===== src/rtl/serial_word_deframer.sv =====
// serial_word_deframer
//
// Purpose:
//   Hunts a 1-bit serial stream for a SYNC word. It then captures the next
//   MSB bits, MSB-first, as one payload word and pushes that word into a
//   small first-word-fall-through FIFO. The FIFO is offered on a
//   valid/ready interface. Every frame is SYNC followed by exactly one
//   payload word, after which the block goes back to hunting.
//
// Ports:
//   clk        in   1    single clock, all state updates on the rising edge
//   reset      in   1    synchronous active-high reset, clears all state
//   data_in    in   1    serial bit, sampled on every rising edge
//   out_data   out  MSB  FIFO head word (0 while the FIFO is empty)
//   out_valid  out  1    FIFO is non-empty
//   out_ready  in   1    head is consumed when out_valid && out_ready at an edge
//   locked     out  1    high while payload bits are being captured
//   overflow   out  1    sticky; a completed word was dropped on a full FIFO

module serial_word_deframer #(
  parameter int             MSB   = 8,
  parameter logic [MSB-1:0] SYNC  = 8'hA5,
  parameter int             DEPTH = 4
) (
  input  logic           clk,
  input  logic           reset,
  input  logic           data_in,
  output logic [MSB-1:0] out_data,
  output logic           out_valid,
  input  logic           out_ready,
  output logic           locked,
  output logic           overflow
);

  localparam int PTR_W = $clog2(DEPTH);
  localparam int CNT_W = $clog2(DEPTH + 1);
  localparam int BIT_W = $clog2(MSB);

  typedef enum logic {
    HUNT    = 1'b0,
    PAYLOAD = 1'b1
  } state_t;

  state_t state_q, state_d;

  // The window and payload registers keep only MSB-1 bits. The newest bit
  // comes straight from data_in, so a full MSB-bit word is available at the
  // very edge that samples its last bit.
  logic [MSB-2:0]   window_q;
  logic [MSB-2:0]   pay_q;
  logic [BIT_W-1:0] hunt_cnt_q;
  logic [BIT_W-1:0] bit_cnt_q;

  logic [MSB-1:0]   sample;
  logic [MSB-1:0]   word;
  logic             sync_hit;
  logic             word_done;

  logic [MSB-1:0]   mem [DEPTH];
  logic [PTR_W-1:0] wr_ptr_q;
  logic [PTR_W-1:0] rd_ptr_q;
  logic [CNT_W-1:0] count_q;
  logic             full;
  logic             push;
  logic             pop;
  logic             accept;

  // Framing decisions. A sync match needs MSB fresh bits since entering HUNT.
  // hunt_cnt saturating at MSB-1 means MSB-1 bits are already in the window
  // and the current bit is the MSB-th.
  always_comb begin
    state_d   = state_q;
    sample    = {window_q, data_in};
    word      = {pay_q, data_in};
    sync_hit  = 1'b0;
    word_done = 1'b0;

    case (state_q)
      HUNT: begin
        if (sample == SYNC && hunt_cnt_q == BIT_W'(MSB - 1)) begin
          sync_hit = 1'b1;
          state_d  = PAYLOAD;
        end
      end
      PAYLOAD: begin
        if (bit_cnt_q == BIT_W'(MSB - 1)) begin
          word_done = 1'b1;
          state_d   = HUNT;
        end
      end
      default: state_d = HUNT;
    endcase
  end

  always_ff @(posedge clk) begin
    if (reset) begin
      state_q <= HUNT;
    end else begin
      state_q <= state_d;
    end
  end

  // Serial datapath. Payload bits never enter the sync window, and the window
  // is cleared when a word completes. A payload equal to SYNC therefore
  // cannot retrigger framing.
  always_ff @(posedge clk) begin
    if (reset) begin
      window_q   <= '0;
      pay_q      <= '0;
      hunt_cnt_q <= '0;
      bit_cnt_q  <= '0;
    end else begin
      case (state_q)
        HUNT: begin
          window_q <= sample[MSB-2:0];
          if (hunt_cnt_q != BIT_W'(MSB - 1)) begin
            hunt_cnt_q <= hunt_cnt_q + 1'b1;
          end
          if (sync_hit) begin
            bit_cnt_q <= '0;
          end
        end
        PAYLOAD: begin
          pay_q     <= word[MSB-2:0];
          bit_cnt_q <= bit_cnt_q + 1'b1;
          if (word_done) begin
            window_q   <= '0;
            hunt_cnt_q <= '0;
            bit_cnt_q  <= '0;
          end
        end
        default: begin
          window_q   <= '0;
          hunt_cnt_q <= '0;
          bit_cnt_q  <= '0;
        end
      endcase
    end
  end

  assign locked = (state_q == PAYLOAD);

  // FIFO handshake. A pop at the same edge frees a slot, so a push onto a
  // full FIFO is still accepted when the head is consumed at that edge.
  assign full      = (count_q == CNT_W'(DEPTH));
  assign out_valid = (count_q != '0);
  assign push      = word_done;
  assign pop       = out_valid && out_ready;
  assign accept    = push && (!full || pop);
  assign out_data  = out_valid ? mem[rd_ptr_q] : '0;

  // Storage has no reset. Entries are only visible through out_data while
  // count says they hold data.
  always_ff @(posedge clk) begin
    if (!reset && accept) begin
      mem[wr_ptr_q] <= word;
    end
  end

  // Pointers wrap naturally because DEPTH is a power of two. The count
  // register resolves the full/empty ambiguity of equal pointers.
  always_ff @(posedge clk) begin
    if (reset) begin
      wr_ptr_q <= '0;
      rd_ptr_q <= '0;
      count_q  <= '0;
      overflow <= 1'b0;
    end else begin
      if (accept) begin
        wr_ptr_q <= wr_ptr_q + 1'b1;
      end
      if (pop) begin
        rd_ptr_q <= rd_ptr_q + 1'b1;
      end
      if (push && !accept) begin
        overflow <= 1'b1;
      end
      case ({accept, pop})
        2'b10:   count_q <= count_q + 1'b1;
        2'b01:   count_q <= count_q - 1'b1;
        default: count_q <= count_q;
      endcase
    end
  end

endmodule


===== config.mk =====
export PLATFORM = sky130hd
export DESIGN_NAME = serial_word_deframer
export DESIGN_NICKNAME = d
export VERILOG_FILES = /design/src/rtl/serial_word_deframer.sv
export SDC_FILE = /design/constraint.sdc
export NUM_CORES = 1
export LEC_CHECK = 0
export ABC_CLOCK_PERIOD_IN_PS = 3550
export CORE_UTILIZATION = 34
export CTS_BUF_LIST = sky130_fd_sc_hd__clkbuf_8
export DETAILED_ROUTE_END_ITERATION = 8
export PLACE_DENSITY = 0.52
export SLEW_MARGIN = 20
export SYNTH_ARGS = -nofsm -noshare
export SYNTH_HDL_FRONTEND = slang
export SYNTH_SLANG_ARGS = --single-unit

===== constraint.sdc =====
create_clock -name clk -period 3.55 [get_ports clk]
set_clock_uncertainty 0.05 [all_clocks]
set_input_delay 0.71 -clock clk [delete_from_list [all_inputs] [get_ports clk]]
set_output_delay 0.71 -clock clk [all_outputs]
set_load 0.005 [all_outputs]

==> results of run 1 <==
-- metrics by stage --
step	instances	worst slack [ns]	cell area (µm²)	hold WS, ns	util, %
after floorplan	221	1.51	2800	0.403	-
after global placement	323	0.832	2990	0.420	38.2
after detailed placement	323	0.832	2990	0.412	38.2
after CTS	339	0.542	3220	0.430	41.0
after global routing	339	0.458	3220	0.449	41.0
final	339	0.621	3220	0.420	41.0
-- Yosys cell counts, drive strengths merged (2+ instances only) --
| cell type | number | area (µm²) |
|---|---|---|
| a21oi | 11 | 55.1 |
| a32o | 2 | 20.0 |
| and2 | 13 | 83.8 |
| and3b | 2 | 17.5 |
| buf | 12 | 73.8 |
| clkbuf | 5 | 18.8 |
| dfxtp | 31 | 621 |
| edfxtp | 32 | 961 |
| ha | 8 | 100 |
| inv | 4 | 15.0 |
| mux2 | 2 | 26.3 |
| mux2i | 9 | 90.1 |
| mux4 | 8 | 180 |
| nand2 | 6 | 22.5 |
| nand2b | 11 | 68.8 |
| nand3 | 2 | 10.0 |
| nand3b | 7 | 52.6 |
| nand4bb | 2 | 22.5 |
| nor2 | 21 | 78.8 |
| nor3 | 3 | 15.0 |
| nor3b | 2 | 15.0 |
| o21ai | 3 | 15.0 |
| o22a | 2 | 17.5 |
| xor2 | 3 | 26.3 |
-- kinds of logic (layout without fill, tap and decap cells) --
| kind of cell | Yosys count | after routing | share of synthesized area, % |
|---|---|---|---|
| AO/OA/AOI/OAI | 31 | 31 | 7.79 |
| XOR/XNOR | 3 | 3 | 0.940 |
| multiplexers | 19 | 19 | 10.6 |
| AND/OR/NAND/NOR | 75 | 75 | 16.0 |
| adder cells (fa/ha/maj) | 9 | 9 | 4.30 |
| flip-flops | 63 | 63 | 56.6 |
| buffers and inverters | 21 | 37 | 3.85 |
-- power by group --
group / switching, mW / internal (mW) / leakage, nW
clock: 0.284 / 0.396 / 0.105
sequential: 0.00359 / 0.762 / 0.550
combinational: 0.0157 / 0.0125 / 0.414
total: 0.304 / 1.17 / 1.07
-- flip-flops by register name (all words and copies together) (netlist names), named ones only --
name        cells
window_q        7
wr_ptr_q        2
mem            32
bit_cnt_q       3
locked          1
rd_ptr_q        2
overflow        1
count_q         3
pay_q           7
hunt_cnt_q      3
-- per-layer routing --
| layer | up-vias | track usage [%] |
|---|---|---|
| met1 | 800 | 16.4 |
| met2 | 29 | 17.2 |
| met5 | - | 0 |
| met3 | 5 | 2.96 |
| met4 | 0 | 8.08 |
| li1 | 827 | - |
-- layout make-up --
type | instances | area, µm²
Inverter | 4 | 15.0
Sequential cell | 63 | 1580
Tap cell | 102 | 128
Timing Repair Buffer | 17 | 163
Clock inverter | 7 | 97.6
Fill cell | 764 | 4630
Multi-Input combinational cell | 137 | 1110
Clock buffer | 9 | 124
-- critical path, stage by stage (launching register included) --
cell and delay [ns]:
dfxtp_1 0.65, mux4_2 0.58, and2_1 0.17, clkdlybuf4s50_1 0.43
-- worst min-delay path by stage --
| stage | end | slack, ns | cells past startpoint |
|---|---|---|---|
| after detailed placement | overflow$_SDFFE_PP0P_ | 0.41 | 2 |
| after CTS | overflow$_SDFFE_PP0P_ | 0.43 | 2 |
| after floorplan | window_q[5]$_SDFFE_PP0P_ | 0.40 | 2 |
| final | overflow$_SDFFE_PP0P_ | 0.42 | 2 |
| after global placement | window_q[6]$_SDFFE_PP0P_ | 0.42 | 2 |
| after global routing | window_q[6]$_SDFFE_PP0P_ | 0.45 | 2 |
==> results_tabular.tex, run 1 <==
\begin{tabular}{lr}
\hline
Metric & Value \\
\hline
\multicolumn{2}{l}{\textbf{Yosys}} \\
Number of enable-type register cells in the synthesized netlist & 32 \\
Post-Synthesis Net Count & 234 \\
Share of the yosys chip area belonging to registers & 56.6\% \\
Ys async rst share & 0\% \\
Distinct cell type count after synthesis & about 50 \\
Main synth FF type & edfxtp\_1 \\
Syn. warnings & 0 \\
Post-synthesis cell area & 0.00280 mm² \\
Flip-flop and latch count after synthesis & 63 \\
Syn Inst Count & roughly 220 \\
Mean post-synth cell area & about 13 µm² \\
\multicolumn{2}{l}{\textbf{Die}} \\
Die W & roughly 93 µm \\
Starting density of the core & 35.6\% \\
Core box area & slightly below 0.008 mm² \\
Row Count & 32 \\
Full die area & approximately 0.0086 mm² \\
Ports placed on the boundary & 15 \\
Vert. Die Dim & about 93 µm \\
\multicolumn{2}{l}{\textbf{Timing}} \\
Final number of hold-violating endpoints & 0 \\
Slew at the pin closest to its max-slew limit & 0.660 ns \\
Slew margin rel. & 55.9\% \\
Peak Freq & around 0.34 GHz \\
Fin crit share & slightly above 80\% \\
Sum Neg Setup Slack & 0 ns \\
Final setup vio count & 0 \\
Setup repair after global routing missed its margin & false \\
Number of max-slew violations in the final report & 0 \\
Minimum clock period & approximately 2.9 ns \\
\multicolumn{2}{l}{\textbf{Clock tree}} \\
Setup repair bufs after CTS & 0 \\
CTS buffer count & 9 \\
CTS HTree Levels & 3 \\
Cell at the root of the clock tree & clkbuf\_8 \\
Clock latency of the later-clocked register in the worst-skew pair & about 0.34 ns \\
Hold buffers post-CTS & 0 \\
Count of cells resized by post-cts repair & 0 \\
Clock input transition at the sequential cells of the worst setup and hold paths & about 0.070 ns \\
Clock tree buffer depth & 2 \\
CTS tree & done \\
TritonCTS sink count & between 60 and 70 \\
\multicolumn{2}{l}{\textbf{Worst setup path}} \\
End point of the critical path & out\_data[4] \\
Setup slack, reg-to-reg & between 1 and 1.5 ns \\
Kind of critical path & flip-flop to output port \\
Crit-path max FO & 8 \\
R2R Path End & count\_q[2]\$\_SDFFE\_PP0P\_ \\
CP Launch Type & flip-flop \\
Required time worst endpoint & approximately 2.8 ns \\
R2r startpoint & count\_q[0]\$\_SDFFE\_PP0P\_ \\
Worst-case reg-to-reg path depth & 6 \\
Type of element capturing the critical path & output port \\
Data arrival at the endpoint of the critical path & about 2.2 ns \\
\multicolumn{2}{l}{\textbf{Route}} \\
Met2 Routed Length & 2170 µm \\
Vias post-DR & $\sim$1700 \\
Post-detailed-route wirelength per cell & 13.7 µm \\
Top routing layer used & met4 \\
Routed length on met3 & $\sim$150 µm \\
Number of vias per cell & 4.90 \\
Total Routed Length & $\sim$4600 µm \\
DRT Pass-1 Iters & 4 \\
Routed metal-1 wire length & between 2000 and 2500 µm \\
Count of antenna-violating nets left after detailed routing & 0 \\
Drt first-iter violations & 57 \\
Residual DRC count & 0 \\
\multicolumn{2}{l}{\textbf{Power and ir drop}} \\
Leakage dissipation & 1.07 nW \\
Overall Power & roughly 1.5 mW \\
Worst VDD drop & approximately 0.24 mV \\
Power density cells & approximately 460 mW/mm² \\
\multicolumn{2}{l}{\textbf{Outcome}} \\
Run status & completed \\
\multicolumn{2}{l}{\textbf{Global route}} \\
First-pass GRT wire length & 7730 µm \\
GRT Total Usage & between 10\% and 20\% \\
Grt ovf & 0 \\
Antenna violations before repair & 0 \\
Via count of the first global-routing pass & $\sim$1500 \\
Maximum number of pins on one net before global-route repair & 35 \\
\multicolumn{2}{l}{\textbf{Final layout}} \\
Area growth syn-to-layout & 15.0\% \\
Antenna Cells & 0 \\
Final net count & $\sim$250 \\
Most common library cell in the layout ignoring fill and taps & edfxtp\_1 \\
Most used cells in the layout excluding fill and tap cells & edfxtp\_1 (32), dfxtp\_1 (31), nor2\_1 (21) \\
Share of cells above drive strength 1 & 14.3\% \\
\multicolumn{2}{l}{\textbf{Placed design}} \\
Final Wtd Congestion & slightly below 0.7 \\
Post-detail-place hpwl & $\sim$3000 µm \\
Count of port buffers added during placement & 14 \\
\multicolumn{2}{l}{\textbf{Flow run}} \\
Max-cap violations & 0 \\
\multicolumn{2}{l}{\textbf{Hold path}} \\
Classification of the worst-slack hold path & flip-flop to flip-flop \\
Launch point of the worst hold path & overflow\$\_SDFFE\_PP0P\_ \\
\hline
\end{tabular}
Power figures use the tool's default switching activity.
==> inputs of run 2 (changes only) <==
--- a/config.mk
+++ b/config.mk
@@ -5,7 +5,7 @@
 export SDC_FILE = /design/constraint.sdc
 export NUM_CORES = 1
 export LEC_CHECK = 0
-export ABC_CLOCK_PERIOD_IN_PS = 3550
+export ABC_CLOCK_PERIOD_IN_PS = 2760
 export CORE_UTILIZATION = 34
 export CTS_BUF_LIST = sky130_fd_sc_hd__clkbuf_8
 export DETAILED_ROUTE_END_ITERATION = 8
==> constraint.sdc (replaced) <==
create_clock -name clk -period 2.76 [get_ports clk]
set_clock_uncertainty 0.05 [all_clocks]
set_input_delay 0.552 -clock clk [delete_from_list [all_inputs] [get_ports clk]]
set_output_delay 0.552 -clock clk [all_outputs]
set_load 0.005 [all_outputs]
==> results_tabular.tex, run 2 (synthesis gave the netlist of run 1 again) <==
\begin{tabular}{lr}
\hline
Metric & Value \\
\hline
\multicolumn{2}{l}{\textbf{Outcome}} \\
Run status & completed (unchanged) \\
\multicolumn{2}{l}{\textbf{Timing}} \\
Final WS setup & 0.125 ns (was 0.621 ns) \\
Slew at the pin closest to its max-slew limit & 0.425 ns (was 0.660 ns) \\
Sum Neg Setup Slack & 0 ns (unchanged) \\
Final number of hold-violating endpoints & 0 (unchanged) \\
Slew margin rel. & 71.3\% (was 55.9\%) \\
Number of max-slew violations in the final report & 0 (unchanged) \\
Minimum clock period & $\sim$2.6 ns \\
Peak Freq & 0.380 GHz \\
Setup repair after global routing missed its margin & false (unchanged) \\
Final setup vio count & 0 (unchanged) \\
Fin crit share & between 90\% and 100\% \\
\multicolumn{2}{l}{\textbf{Route}} \\
Vias post-DR & 1670 (was 1661) \\
Total Routed Length & 4780 µm (was 4640 µm) \\
Number of vias per cell & 4.84 (was 4.90) \\
Count of antenna-violating nets left after detailed routing & 0 (unchanged) \\
DRT Pass-1 Iters & 4 (unchanged) \\
Drt first-iter violations & 49 (was 57) \\
Post-detailed-route wirelength per cell & 13.8 µm (was 13.7 µm) \\
Residual DRC count & 0 (unchanged) \\
\multicolumn{2}{l}{\textbf{Global route}} \\
First-pass GRT wire length & 8090 µm (was 7730 µm) \\
GRT Total Usage & 12.4\% (was 12.2\%) \\
Via count of the first global-routing pass & 1642 (was 1540) \\
Grt ovf & 0 (unchanged) \\
Maximum number of pins on one net before global-route repair & 40 (was 35) \\
Antenna violations before repair & 0 (unchanged) \\
\multicolumn{2}{l}{\textbf{Die}} \\
Full die area & 0.00859 mm² (unchanged) \\
Core box area & 0.00785 mm² (unchanged) \\
Starting density of the core & 35.6\% (unchanged) \\
Vert. Die Dim & 92.7 µm (unchanged) \\
Row Count & 32 (unchanged) \\
Ports placed on the boundary & 15 (unchanged) \\
Die W & 92.7 µm (unchanged) \\
\multicolumn{2}{l}{\textbf{Final layout}} \\
Register with the most flip-flops & mem (unchanged) \\
Flip-flop count of the largest register, all copies and words added & 32 (unchanged) \\
Final design instance area without fill & 0.00323 mm² (was 0.00322 mm²) \\
Most used cells in the layout excluding fill and tap cells & edfxtp\_1 (32), dfxtp\_1 (31), nor2\_1 (21) (unchanged) \\
Final net count & 251 (was 245) \\
Area growth syn-to-layout & 15.7\% (was 15.0\%) \\
Share of cells above drive strength 1 & 16.5\% (was 14.3\%) \\
Antenna Cells & 0 (unchanged) \\
Post-layout util & 41.2\% (was 41.0\%) \\
Biggest registers after layout & mem x32, pay\_q x7, window\_q x7 (unchanged) \\
Most common library cell in the layout ignoring fill and taps & edfxtp\_1 (unchanged) \\
\multicolumn{2}{l}{\textbf{Clock tree}} \\
CTS tree & done (unchanged) \\
Clock latency of the later-clocked register in the worst-skew pair & 0.33 ns (was 0.34 ns) \\
TritonCTS sink count & 63 (unchanged) \\
Hold buffers post-CTS & 0 (unchanged) \\
Clock tree buffer depth & 2 (unchanged) \\
CTS buffer count & 9 (unchanged) \\
Cell at the root of the clock tree & clkbuf\_8 (unchanged) \\
Clock input transition at the sequential cells of the worst setup and hold paths & 0.08 ns (was 0.07 ns) \\
Setup repair bufs after CTS & 0 (unchanged) \\
CTS HTree Levels & 3 (unchanged) \\
Count of cells resized by post-cts repair & 0 (unchanged) \\
\multicolumn{2}{l}{\textbf{Hold path}} \\
Classification of the worst-slack hold path & flip-flop to flip-flop (unchanged) \\
Hold worst-path end & overflow\$\_SDFFE\_PP0P\_ (unchanged) \\
Launch point of the worst hold path & overflow\$\_SDFFE\_PP0P\_ (unchanged) \\
Worst hold stages & 2 (unchanged) \\
\multicolumn{2}{l}{\textbf{Power and ir drop}} \\
Overall Power & 1.80 mW (was 1.47 mW) \\
Power density cells & 557 mW/mm² (was 458 mW/mm²) \\
Fraction of power consumed by combinational cells & 2.0\% (was 1.9\%) \\
Part of the power in the clock network & 43.3\% (was 46.1\%) \\
Worst VDD drop & 0.193 mV (was 0.238 mV) \\
Leakage dissipation & 1.09 nW (was 1.07 nW) \\
Switching Fraction & 21.6\% (was 20.6\%) \\
Switching power summed over all nets & 0.388 mW (was 0.304 mW) \\
P\_int & 1.41 mW (was 1.17 mW) \\
Fraction of power consumed by sequential logic & 54.7\% (was 52.0\%) \\
\multicolumn{2}{l}{\textbf{Worst setup path}} \\
Worst-case reg-to-reg path depth & 6 (unchanged) \\
Highest cell delay on the worst timing path & 0.51 ns (was 0.65 ns) \\
Cell breakdown of the critical path & buf\_4 -> mux4\_2 -> and2\_1 -> clkdlybuf4s50\_1 (was mux4\_2 -> and2\_1 -> clkdlybuf4s50\_1) \\
Data arrival at the endpoint of the critical path & 2.03 ns (was 2.17 ns) \\
R2R Path End & count\_q[2]\$\_SDFFE\_PP0P\_ (unchanged) \\
Kind of critical path & flip-flop to output port (unchanged) \\
Instance count on the critical path & 4 (was 3) \\
Setup slack, reg-to-reg & 0.50 ns (was 1.29 ns) \\
R2r startpoint & count\_q[0]\$\_SDFFE\_PP0P\_ (unchanged) \\
Top delay family on crit path & buffers and inverters (was flip-flops) \\
Buffers \& Inverters on Critical Path & 2 (was 1) \\
Required time worst endpoint & 2.16 ns (was 2.79 ns) \\
Crit-path max FO & 7 (was 8) \\
Master of the slowest instance on the critical path & mux4\_2 (was dfxtp\_1) \\
CP Launch Type & flip-flop (unchanged) \\
Type of element capturing the critical path & output port (unchanged) \\
\multicolumn{2}{l}{\textbf{Placed design}} \\
Setup WS pre-CTS & 0.207 ns (was 0.832 ns) \\
Placed Area & 0.00304 mm² (was 0.00299 mm²) \\
Final Wtd Congestion & 0.765 (was 0.688) \\
Count of port buffers added during placement & 14 (unchanged) \\
Post-detail-place hpwl & 3060 µm (was 3000 µm) \\
\multicolumn{2}{l}{\textbf{Flow run}} \\
Max-cap violations & 0 (unchanged) \\
\hline
\end{tabular}
run 2: changes by cell type in the layout (fill, tap and decap cells not counted), sizes merged:
cell / delta
bufinv: -1
clkinvlp: +1
buf: +6
inv: +1
clkinv: -1
run 2: power by group through the flow:
stage / Clock (mW) / Sequential [mW] / Combinational [mW]
floorplan: 0 / 1.01 / 0.0266
global placement: 0 / 1.01 / 0.0361
detailed placement: 0 / 1.01 / 0.0370
CTS: 0.802 / 0.985 / 0.0372
global route: 0.845 / 0.985 / 0.0411
finish: 0.780 / 0.985 / 0.0361
run 2: worst reg2reg max path: stages, from the launching register on:
cell and delay (ns):
dfxtp_1 0.56, or3_1 0.41, nand3_1 0.15, fa_1 0.43
nand4bb_1 0.24, o32a_1 0.20, a31oi_1 0.15
run 2: routing by layer:
metal	part of all wire, %	track usage (%)	up-vias	routed length [µm]
li1	-	-	843	-
met1	50	16.6	795	2380
met2	46	19.2	25	2220
met3	2.7	2.71	7	127
met4	1.2	5.77	0	56
met5	0	0	-	0
run 2: worst max path at each step:
stage | end | slack [ns]
2_1_floorplan | count_q[2]$_SDFFE_PP0P_ | 0.72
3_3_place_gp | count_q[2]$_SDFFE_PP0P_ | 0.27
3_5_place_dp | count_q[2]$_SDFFE_PP0P_ | 0.21
4_1_cts | out_data[2] | 0.09
5_1_grt | out_data[1] | 0.03
6_report | out_data[2] | 0.13
run 2: area by class of cell:
| type | instances | area [µm²] |
|---|---|---|
| tap | 102 | 128 |
| clock buffer | 9 | 124 |
| inverter | 4 | 15.0 |
| timing repair buffer | 23 | 208 |
| fill | 765 | 4610 |
| sequential | 63 | 1580 |
| clock inverter | 7 | 71.3 |
| multi-input combinational | 137 | 1110 |
run 2: stage by stage:
step | hold slack (ns) | cells
after floorplan | 0.403 | 221
after global placement | 0.422 | 329
after detailed placement | 0.419 | 329
after CTS | 0.434 | 345
after global routing | 0.453 | 345
final | 0.429 | 345
==> inputs of run 3 (changes only) <==
--- a/config.mk
+++ b/config.mk
@@ -5,11 +5,11 @@
 export SDC_FILE = /design/constraint.sdc
 export NUM_CORES = 1
 export LEC_CHECK = 0
-export ABC_CLOCK_PERIOD_IN_PS = 2760
+export ABC_CLOCK_PERIOD_IN_PS = 2200
 export CORE_UTILIZATION = 34
 export CTS_BUF_LIST = sky130_fd_sc_hd__clkbuf_8
 export DETAILED_ROUTE_END_ITERATION = 8
-export PLACE_DENSITY = 0.52
+export PLACE_DENSITY = 0.54
 export SLEW_MARGIN = 20
 export SYNTH_ARGS = -nofsm -noshare
 export SYNTH_HDL_FRONTEND = slang
==> constraint.sdc (replaced) <==
create_clock -name clk -period 2.2 [get_ports clk]
set_clock_uncertainty 0.05 [all_clocks]
set_input_delay 0.44 -clock clk [delete_from_list [all_inputs] [get_ports clk]]
set_output_delay 0.44 -clock clk [all_outputs]
set_load 0.005 [all_outputs]
==> results_tabular.tex, run 3 (synthesis gave the netlist of run 1 again) <==
\begin{tabular}{lr}
\hline
Metric & Value \\
\hline
\multicolumn{2}{l}{\textbf{Outcome}} \\
Run status & completed (unchanged) \\
\multicolumn{2}{l}{\textbf{Die}} \\
Row Count & 32 (unchanged) \\
Vert. Die Dim & 92.7 µm (unchanged) \\
Full die area & 0.00859 mm² (unchanged) \\
Core box area & 0.00785 mm² (unchanged) \\
Die W & 92.7 µm (unchanged) \\
Starting density of the core & 35.6\% (unchanged) \\
Ports placed on the boundary & 15 (unchanged) \\
\multicolumn{2}{l}{\textbf{Route}} \\
Top routing layer used & met4 (unchanged) \\
Residual DRC count & 0 (unchanged) \\
Routed metal-1 wire length & 2490 µm (was 2380 µm) \\
Drt first-iter violations & 62 (was 49) \\
Number of vias per cell & 4.87 (was 4.84) \\
DRT Pass-1 Iters & 4 (unchanged) \\
Met2 Routed Length & 2240 µm (was 2220 µm) \\
Post-detailed-route wirelength per cell & 13.9 µm (was 13.8 µm) \\
Routed length on met3 & 171 µm (was 127 µm) \\
Vias post-DR & 1742 (was 1670) \\
Total Routed Length & 4990 µm (was 4780 µm) \\
Count of antenna-violating nets left after detailed routing & 0 (unchanged) \\
\multicolumn{2}{l}{\textbf{Placed design}} \\
Placed Area & 0.00309 mm² (was 0.00304 mm²) \\
Final Wtd Congestion & 0.718 (was 0.765) \\
Setup WS pre-CTS & 0.00491 ns (was 0.207 ns) \\
Count of port buffers added during placement & 14 (unchanged) \\
Post-detail-place hpwl & 3160 µm (was 3060 µm) \\
Cells after DPL & 334 (was 329) \\
\multicolumn{2}{l}{\textbf{Worst setup path}} \\
Required time worst endpoint & 1.71 ns (was 2.16 ns) \\
Type of element capturing the critical path & output port (unchanged) \\
CP Launch Type & flip-flop (unchanged) \\
Data arrival at the endpoint of the critical path & 1.70 ns (was 2.03 ns) \\
Crit-path max FO & 5 (was 7) \\
Kind of critical path & flip-flop to output port (unchanged) \\
\multicolumn{2}{l}{\textbf{Clock tree}} \\
Clock input transition at the sequential cells of the worst setup and hold paths & 0.07 ns (was 0.08 ns) \\
Cell at the root of the clock tree & clkbuf\_8 (unchanged) \\
TritonCTS sink count & 63 (unchanged) \\
CTS HTree Levels & 3 (unchanged) \\
CTS tree & done (unchanged) \\
Clock latency of the later-clocked register in the worst-skew pair & 0.34 ns (was 0.33 ns) \\
Clock tree buffer depth & 2 (unchanged) \\
CTS buffer count & 9 (unchanged) \\
Hold buffers post-CTS & 0 (unchanged) \\
\multicolumn{2}{l}{\textbf{Timing}} \\
Fin crit share & between 90 and 100\% \\
Slew at the pin closest to its max-slew limit & 0.447 ns (was 0.425 ns) \\
Setup repair after global routing missed its margin & true (was false) \\
Final WS setup & 0.00887 ns (was 0.125 ns) \\
Slew margin rel. & 69.8\% (was 71.3\%) \\
Peak Freq & about 0.46 GHz \\
Final number of hold-violating endpoints & 0 (unchanged) \\
Number of max-slew violations in the final report & 0 (unchanged) \\
Minimum clock period & about 2.2 ns \\
Final setup vio count & 0 (unchanged) \\
\multicolumn{2}{l}{\textbf{Final layout}} \\
Final instance count without filler cells & 358 (was 345) \\
Final net count & 264 (was 251) \\
Most common library cell in the layout ignoring fill and taps & edfxtp\_1 (unchanged) \\
Biggest registers after layout & mem x32, pay\_q x7, window\_q x7 (unchanged) \\
Share of cells above drive strength 1 & 25.4\% (was 16.5\%) \\
Most used cells in the layout excluding fill and tap cells & edfxtp\_1 (32), dfxtp\_1 (29), nor2\_1 (21) (was edfxtp\_1 (32), dfxtp\_1 (31), nor2\_1 (21)) \\
Area growth syn-to-layout & 20.9\% (was 15.7\%) \\
Register with the most flip-flops & mem (unchanged) \\
Post-layout util & 43.1\% (was 41.2\%) \\
Flip-flop count of the largest register, all copies and words added & 32 (unchanged) \\
Final design instance area without fill & 0.00338 mm² (was 0.00323 mm²) \\
Antenna Cells & 0 (unchanged) \\
\multicolumn{2}{l}{\textbf{Hold path}} \\
Classification of the worst-slack hold path & flip-flop to flip-flop (unchanged) \\
\multicolumn{2}{l}{\textbf{Global route}} \\
Maximum number of pins on one net before global-route repair & 40 (unchanged) \\
Grt ovf & 0 (unchanged) \\
GRT Total Usage & 12.8\% (was 12.4\%) \\
First-pass GRT wire length & 8290 µm (was 8090 µm) \\
Via count of the first global-routing pass & 1682 (was 1642) \\
Antenna violations before repair & 0 (unchanged) \\
\multicolumn{2}{l}{\textbf{Flow run}} \\
Max-cap violations & 0 (unchanged) \\
\multicolumn{2}{l}{\textbf{Power and ir drop}} \\
Worst VDD drop & 0.290 mV (was 0.193 mV) \\
Overall Power & 2.44 mW (was 1.80 mW) \\
Power density cells & 722 mW/mm² (was 557 mW/mm²) \\
Leakage dissipation & 1.20 nW (was 1.09 nW) \\
\hline
\end{tabular}
-- run 3: changes by cell type in the layout (fill, tap and decap cells not counted), moves of 3 or more --
cell,delta
buf_6,+7
buf_4,+5
clkdlybuf4s50_1,-8
buf_2,+6
inv_6,+3
-- run 3: cell type report --
| cell class | instances | area [µm²] |
|---|---|---|
| inverter | 4 | 15.0 |
| clock buffer | 9 | 124 |
| tap | 102 | 128 |
| sequential | 63 | 1580 |
| clock inverter | 7 | 103 |
| fill | 753 | 4470 |
| timing repair buffer | 36 | 309 |
| multi-input combinational | 137 | 1120 |
-- run 3: path summary, 6_finish.rpt --
path,from,to,slack [ns],depth (start not counted)
hold / removal,overflow$_SDFFE_PP0P_,overflow$_SDFFE_PP0P_,0.42,2
hold reg to reg,overflow$_SDFFE_PP0P_,overflow$_SDFFE_PP0P_,0.42,2
setup reg to reg,bit_cnt_q[0]$_SDFFE_PP0P_,count_q[2]$_SDFFE_PP0P_,0.15,8
setup / recovery,flip-flop,out_data[1],0.009,6
-- run 3: timing repair --
action | CTS | global route
pin swaps | 5 | 2
endpoints found under the setup margin | 9 | 7
setup buffers | 8 | 0
resized for setup | 34 | 4
-- run 3: worst max-delay path, stage by stage, from the launching register on --
cell and delay, ns:
dfxtp_2 0.34, buf_12 0.11, buf_6 0.10, buf_6 0.08, mux4_2 0.47, and2_1 0.14, buf_2 0.12
-- run 3: power breakdown --
group / leakage [nW] / total [mW] / switching [mW] / internal (mW)
clock network: 0.111 / 1.15 / 0.498 / 0.654
registers: 0.551 / 1.24 / 0.00609 / 1.23
logic: 0.538 / 0.0515 / 0.0265 / 0.0250
total: 1.20 / 2.44 / 0.530 / 1.91
-- run 3: per-layer routing --
layer  global-route usage (%)  up-vias
li1                         -      868
met1                     17.3      843
met2                     19.2       22
met3                     3.94        9
met4                     5.38        0
met5                        0        -
-- run 3: per-stage QoR --
step | hold slack, ns | TNS (ns)
4_1_cts | 0.437 | -0.0853
5_1_grt | 0.474 | -0.208
6_report | 0.424 | 0
2_1_floorplan | 0.403 | 0
3_3_place_gp | 0.405 | -0.264
3_5_place_dp | 0.419 | 0
